## config.mk

```make
export PLATFORM = sky130hd
export DESIGN_NAME = pixel_seq_ctrl
export DESIGN_NICKNAME = d
export VERILOG_FILES = /design/src/rtl/pixel_seq_ctrl.sv
export SDC_FILE = /design/constraint.sdc
export NUM_CORES = 1
export LEC_CHECK = 0
export CAP_MARGIN = 25
export CORE_AREA = 2 2 75 77
export DETAILED_ROUTE_END_ITERATION = 16
export DIE_AREA = 0 0 77 79
export GPL_ROUTABILITY_DRIVEN = 0
export PLACE_DENSITY = 0.7
export SLEW_MARGIN = 30
export SYNTH_ARGS = -nofsm -noshare
export SYNTH_HDL_FRONTEND = slang
export SYNTH_SLANG_ARGS = --single-unit
```

## constraint.sdc

```tcl
create_clock -name clk -period 4.9 [get_ports clk]
set_clock_uncertainty 0.2 [all_clocks]
set_input_delay 0.98 -clock clk [delete_from_list [all_inputs] [get_ports clk]]
set_output_delay 0.98 -clock clk [all_outputs]
set_load 0.01 [all_outputs]
```

## src/rtl/pixel_seq_ctrl.sv

```systemverilog
// pixel_seq_ctrl: parametrised pixel-array phase sequencer.
// Drives erase -> expose -> convert -> per-row read strobes for one frame,
// with a programmable exposure length (shadow register copied at the start of
// each exposure), single-shot or continuous frames, and a convert ramp count.
// Optional feature macro: PIXEL_SEQ_ABORT_EN adds an 'abort' input that
// returns a running frame to IDLE without a frame_done pulse.
// All outputs are registered; reset is synchronous and active-high.

module pixel_seq_ctrl #(
  parameter int CNT_W          = 8,
  parameter int N_ROWS         = 2,
  parameter int C_ERASE        = 5,
  parameter int C_CONVERT      = 255,
  parameter int C_READ         = 5,
  parameter int DEFAULT_EXPOSE = 255,
  localparam int ROW_W         = (N_ROWS > 1) ? $clog2(N_ROWS) : 1
) (
  input  logic              clk,
  input  logic              reset,
  input  logic              start,
  input  logic              continuous,
  input  logic              cfg_load,
  input  logic [CNT_W-1:0]  expose_cfg,
`ifdef PIXEL_SEQ_ABORT_EN
  input  logic              abort,
`endif
  output logic              erase,
  output logic              expose,
  output logic              convert,
  output logic [N_ROWS-1:0] read,
  output logic [ROW_W-1:0]  row_idx,
  output logic [CNT_W-1:0]  conv_count,
  output logic              busy,
  output logic              frame_done
);

  // Last counter value of each fixed-length phase
  localparam logic [CNT_W-1:0] ERASE_LAST   = CNT_W'(C_ERASE - 1);
  localparam logic [CNT_W-1:0] CONVERT_LAST = CNT_W'(C_CONVERT - 1);
  localparam logic [CNT_W-1:0] READ_LAST    = CNT_W'(C_READ - 1);
  localparam logic [CNT_W-1:0] EXPOSE_RST   = CNT_W'(DEFAULT_EXPOSE);
  localparam logic [ROW_W-1:0] ROW_LAST     = ROW_W'(N_ROWS - 1);

  typedef enum logic [2:0] {
    ST_IDLE    = 3'd0,
    ST_ERASE   = 3'd1,
    ST_EXPOSE  = 3'd2,
    ST_CONVERT = 3'd3,
    ST_READ    = 3'd4
  } state_t;

  // One-hot decode of the row index into the read strobe vector
  function automatic logic [N_ROWS-1:0] row_onehot(input logic [ROW_W-1:0] r);
    logic [N_ROWS-1:0] v;
    for (int i = 0; i < N_ROWS; i++) begin
      v[i] = (r == ROW_W'(i));
    end
    return v;
  endfunction

  // A programmed exposure of 0 is run as a single cycle
  function automatic logic [CNT_W-1:0] clamp_expose(input logic [CNT_W-1:0] v);
    return (v == {CNT_W{1'b0}}) ? CNT_W'(1) : v;
  endfunction

  state_t            state_r;
  state_t            state_nxt_s;
  logic [CNT_W-1:0]  cnt_r;
  logic [CNT_W-1:0]  cnt_nxt_s;
  logic [ROW_W-1:0]  row_r;
  logic [ROW_W-1:0]  row_nxt_s;
  logic [CNT_W-1:0]  shadow_r;
  logic [CNT_W-1:0]  exp_len_r;
  logic              phase_last_s;
  logic              frame_end_s;
  logic              abort_s;

  logic              erase_nxt_s;
  logic              expose_nxt_s;
  logic              convert_nxt_s;
  logic [N_ROWS-1:0] read_nxt_s;
  logic [ROW_W-1:0]  row_idx_nxt_s;
  logic [CNT_W-1:0]  conv_count_nxt_s;
  logic              busy_nxt_s;
  logic              frame_done_nxt_s;

`ifdef PIXEL_SEQ_ABORT_EN
  assign abort_s = abort;
`else
  assign abort_s = 1'b0;
`endif

  // State, phase counter and row register
  always_ff @(posedge clk) begin
    if (reset) begin
      state_r <= ST_IDLE;
      cnt_r   <= {CNT_W{1'b0}};
      row_r   <= {ROW_W{1'b0}};
    end else begin
      state_r <= state_nxt_s;
      cnt_r   <= cnt_nxt_s;
      row_r   <= row_nxt_s;
    end
  end

  // Shadow exposure register; written by cfg_load in any state
  always_ff @(posedge clk) begin
    if (reset) begin
      shadow_r <= EXPOSE_RST;
    end else if (cfg_load) begin
      shadow_r <= expose_cfg;
    end else begin
      shadow_r <= shadow_r;
    end
  end

  // Active exposure length; captured from the (old) shadow as EXPOSE begins
  always_ff @(posedge clk) begin
    if (reset) begin
      exp_len_r <= clamp_expose(EXPOSE_RST);
    end else if ((state_r == ST_ERASE) && (state_nxt_s == ST_EXPOSE)) begin
      exp_len_r <= clamp_expose(shadow_r);
    end else begin
      exp_len_r <= exp_len_r;
    end
  end

  // Detect the last cycle of the current phase
  always_comb begin
    phase_last_s = 1'b0;
    case (state_r)
      ST_ERASE:   phase_last_s = (cnt_r == ERASE_LAST);
      ST_EXPOSE:  phase_last_s = (cnt_r == (exp_len_r - CNT_W'(1)));
      ST_CONVERT: phase_last_s = (cnt_r == CONVERT_LAST);
      ST_READ:    phase_last_s = (cnt_r == READ_LAST);
      default:    phase_last_s = 1'b0;
    endcase
  end

  // Next state, next row and next phase counter
  always_comb begin
    state_nxt_s = state_r;
    row_nxt_s   = row_r;
    frame_end_s = 1'b0;
    case (state_r)
      ST_IDLE: begin
        row_nxt_s = {ROW_W{1'b0}};
        if (start) begin
          state_nxt_s = ST_ERASE;
        end else begin
          state_nxt_s = ST_IDLE;
        end
      end
      ST_ERASE: begin
        if (phase_last_s) begin
          state_nxt_s = ST_EXPOSE;
        end else begin
          state_nxt_s = ST_ERASE;
        end
      end
      ST_EXPOSE: begin
        if (phase_last_s) begin
          state_nxt_s = ST_CONVERT;
        end else begin
          state_nxt_s = ST_EXPOSE;
        end
      end
      ST_CONVERT: begin
        if (phase_last_s) begin
          state_nxt_s = ST_READ;
          row_nxt_s   = {ROW_W{1'b0}};
        end else begin
          state_nxt_s = ST_CONVERT;
        end
      end
      ST_READ: begin
        if (phase_last_s && (row_r == ROW_LAST)) begin
          frame_end_s = 1'b1;
          row_nxt_s   = {ROW_W{1'b0}};
          if (continuous) begin
            state_nxt_s = ST_ERASE;
          end else begin
            state_nxt_s = ST_IDLE;
          end
        end else if (phase_last_s) begin
          row_nxt_s = row_r + ROW_W'(1);
        end else begin
          row_nxt_s = row_r;
        end
      end
      default: begin
        state_nxt_s = ST_IDLE;
        row_nxt_s   = {ROW_W{1'b0}};
      end
    endcase

    // Abort overrides every transition including the end of frame
    if (abort_s && (state_r != ST_IDLE)) begin
      state_nxt_s = ST_IDLE;
      row_nxt_s   = {ROW_W{1'b0}};
      frame_end_s = 1'b0;
    end else begin
      frame_end_s = frame_end_s;
    end

    // Counter restarts whenever the phase (state or row) changes
    if ((state_nxt_s == ST_IDLE) || (state_nxt_s != state_r) || (row_nxt_s != row_r)) begin
      cnt_nxt_s = {CNT_W{1'b0}};
    end else begin
      cnt_nxt_s = cnt_r + CNT_W'(1);
    end
  end

  // Output values for the next cycle, decoded from the next state
  always_comb begin
    erase_nxt_s      = 1'b0;
    expose_nxt_s     = 1'b0;
    convert_nxt_s    = 1'b0;
    read_nxt_s       = {N_ROWS{1'b0}};
    row_idx_nxt_s    = {ROW_W{1'b0}};
    conv_count_nxt_s = {CNT_W{1'b0}};
    busy_nxt_s       = (state_nxt_s != ST_IDLE);
    frame_done_nxt_s = frame_end_s;
    case (state_nxt_s)
      ST_ERASE:   erase_nxt_s = 1'b1;
      ST_EXPOSE:  expose_nxt_s = 1'b1;
      ST_CONVERT: begin
        convert_nxt_s    = 1'b1;
        conv_count_nxt_s = cnt_nxt_s;
      end
      ST_READ: begin
        read_nxt_s    = row_onehot(row_nxt_s);
        row_idx_nxt_s = row_nxt_s;
      end
      default: begin
        erase_nxt_s = 1'b0;
      end
    endcase
  end

  // Registered outputs
  always_ff @(posedge clk) begin
    if (reset) begin
      erase      <= 1'b0;
      expose     <= 1'b0;
      convert    <= 1'b0;
      read       <= {N_ROWS{1'b0}};
      row_idx    <= {ROW_W{1'b0}};
      conv_count <= {CNT_W{1'b0}};
      busy       <= 1'b0;
      frame_done <= 1'b0;
    end else begin
      erase      <= erase_nxt_s;
      expose     <= expose_nxt_s;
      convert    <= convert_nxt_s;
      read       <= read_nxt_s;
      row_idx    <= row_idx_nxt_s;
      conv_count <= conv_count_nxt_s;
      busy       <= busy_nxt_s;
      frame_done <= frame_done_nxt_s;
    end
  end

endmodule

```

==> metrics.csv <==
stage,metric,value,unit
clock_network,cts_setup_buffers,0,
global_route,grt_pass1_vias,1725,
hold_path,hold_path_end,shadow_r[0],
finish,fill_cells,544,
worst_setup_path,slowest_delay,720,ps
global_route,grt_overflow,0,
routing,drc,0,
pwr,p_per_area,241,nW/um^2
finish,finalCoreUtilization,50.0,%
finish,fin_area,2670,um^2
synthesis,syn_area_per_cell,9.17,um^2
worst_setup_path,critPathMaxFanout,20,
clock_network,postCtsResizedCells,0,
timing,tightest_slew,648,ps
worst_setup_path,end_kind,flop,
synthesis,synth_top_cell_by_area,dfxtp_1,
finish,finalNetCount,285,
routing,drt-initial-drc-count,114,
synthesis,synth-seq-cells,43,
timing,grt_setup_unrepaired,false,
synthesis,seq_area_frac_synth,37.7,%
finish,drive_above_1_share,12.3,%
finish,antenna_cells,0,
die,dieArea,6080,um^2
worst_setup_path,cp.required,4930,ps
worst_setup_path,critPathKind,flop to flop,
synthesis,synth-edff-count,0,
clock_network,ctsHoldBuffers,0,
die,core_area,5340,um^2
worst_setup_path,rr_worst_depth,14,
run,drv_cap,0,
worst_setup_path,r2r_setup_slack,910,ps
worst_setup_path,cp_data_arrival_time,4020,ps
synthesis,yosysUniqueCellTypes,60,
timing,period_share,81.4,%
global_route,grt_max_degree,21,
place,dpl.hpwl,3.43,mm
run_status,status,completed,
timing,hold_viol_final,0,
routing,avgViaCountPerCell,5.48,
clock_network,clockRootBuffer,clkbuf_8,
synthesis,yosys_most_used_dff,dfxtp_1,
synthesis,synth_area,2280,um^2
timing,hold_ws,292,ps
synthesis,ys_warn_count,0,
die,die_x,77,um
die,num_io_pins,29,
synthesis,synthArstFlopShare,0,%
timing,drv_slew,0,
clock_network,cts_tree,built,
synthesis,synthTopCellsByCount,"dfxtp_1 (43), nand3_1 (19), nor2_1 (19)",
synthesis,synth_area_leaders,"dfxtp_1 (38%), nand3_1 (4.2%), mux2i_1 (3.9%)",
place,place_area,2580,um^2
clock_network,path_clk_slew,80,ps
die,die_y,79,um
timing,fin_crit,3990,ps
routing,first_pass_iters,4,
routing,dr_total_vias,1869,
synthesis,netlist_instances,249,
clock_network,clock-sinks,43,
worst_setup_path,path_cells,nor2b_1 > and2_1 > a211oi_1 > nor4_4 > nand4_2 > ha_1 > mux2_2 > a22oi_1 > o22a_1 > xnor2_1 > nor3_1 > buf_4 > nand3_1 > nor2_1,
die,initial_core_util,42.8,%
synthesis,yosysMostFrequentCell,dfxtp_1,
synthesis,synth_top_area_share,37.7,%
finish,syn_to_final_growth,16.8,%
place,port_buffers,28,
hold_path,worstHoldStart,shadow_r[0],
global_route,grtUsageTotal,16.9,%
hold_path,hp-class,flop to flop,
worst_setup_path,crit_path_start_kind,flop,
global_route,antenna_found_initial,0,
timing,setup_viol,0,
worst_setup_path,r2r-end,conv_count[4],
clock_network,insertion_delay,300,ps
timing,max_freq,251,MHz
routing,wl_per_cell,13.9,um
die,num_rows,27,
pwr,leakagePower,0.942,nW
hold_path,min_path_cells,2,
timing,fin_setup_tns,0,ps
synthesis,syn-num-nets,266,
pwr,ir_drop,114,uV
worst_setup_path,cpMaxStageDelayCell,dfxtp_1,
routing,postRouteAntennaNets,0,
timing,slew_headroom,56.4,%
clock_network,cts_buffers,5,
worst_setup_path,timing.rr.start,state_r[1],
routing,routed_wl,4.74,mm
global_route,grt_pass1_wl,8.35,mm
clock_network,h-tree-depth,2,
clock_network,clock_path_buffers,2,
==> layout make-up <==
class | count | area (um^2) | share of cell area [%]
tap | 72 | 90.1 | 3.38
multi-input combinational | 177 | 1290 | 48.4
clock buffer | 6 | 72.6 | 2.72
clock inverter | 2 | 12.5 | 0.469
inverter | 10 | 37.5 | 1.41
sequential | 43 | 861 | 32.3
timing repair buffer | 31 | 303 | 11.4
==> state kept, by name, indices dropped and copies added (netlist names) <==
| register | count |
|---|---|
| expose | 1 |
| convert | 1 |
| conv_count | 8 |
| busy | 1 |
| state_r | 3 |
| exp_len_r | 8 |
| erase | 1 |
| cnt_r | 8 |
| row_r | 1 |
| read | 2 |
| frame_done | 1 |
| shadow_r | 8 |
==> metal layers <==
metal	routed length (um)	global-route usage (%)	vias up
met5	0	0	-
met4	69	5.89	0
met3	249	3.52	7
met2	2160	25.9	59
met1	2260	23.8	867
li1	-	-	936
==> layout by cell type, fill, tap and decap left out, drive strengths merged, types with 2 or more instances in the layout <==
master          n
dfxtp          43
clkdlybuf4s50  28
nor2           19
nand3          19
nand2          13
o21ai          11
nor3b          11
inv             9
a21oi           9
mux2i           9
xnor2           9
nor3            7
clkbuf          6
and3            5
nor4            5
nand2b          4
ha              4
xor2            3
nor2b           3
a211oi          3
o22ai           3
a31oi           3
buf             3
or4             3
nand4           3
a311oi          3
or3             2
o31ai           2
or2             2
o2111a          2
o211ai          2
clkinv          2
a2111oi         2
==> cell families after synthesis <==
group | Yosys count | synth area share, %
simple gates | 101 | 27.1
compound gates | 49 | 16.8
flops | 43 | 37.7
buf+inv | 29 | 5.81
xor+xnor | 13 | 5.92
mux | 10 | 4.44
fa+ha+maj | 4 | 2.19
==> power by group <==
group / switching, mW / internal, mW / leakage (nW)
Sequential: 0.00873 / 0.356 / 0.350
Combinational: 0.0280 / 0.0286 / 0.551
Clock: 0.120 / 0.0996 / 0.0412
Total: 0.157 / 0.484 / 0.942
==> critical path: cells and delay by family (launching register included) <==
family	cells	cell delay [ps]
fa+ha+maj	1	200
buf+inv	1	180
xor+xnor	1	80
simple gates	7	1800
flops	1	720
mux	1	250
compound gates	3	470
==> metrics by stage <==
| step | total power, mW | worst slack (ps) | cells |
|---|---|---|---|
| floorplan | 0.410 | 975 | 249 |
| global placement | 0.428 | 933 | 333 |
| detailed placement | 0.429 | 932 | 333 |
| CTS | 0.650 | 869 | 341 |
| global route | 0.673 | 457 | 341 |
| finish | 0.641 | 912 | 341 |
==> how the worst max path moves through the flow <==
stage / start / endpoint / depth (start not counted)
after global placement: state_r[1] / conv_count[7] / 14
after floorplan: exp_len_r[0] / conv_count[2] / 17
after CTS: state_r[1] / conv_count[4] / 14
after global routing: state_r[1] / conv_count[7] / 14
after detailed placement: state_r[1] / conv_count[4] / 14
final: state_r[1] / conv_count[4] / 14
Power figures use the tool's default switching activity.
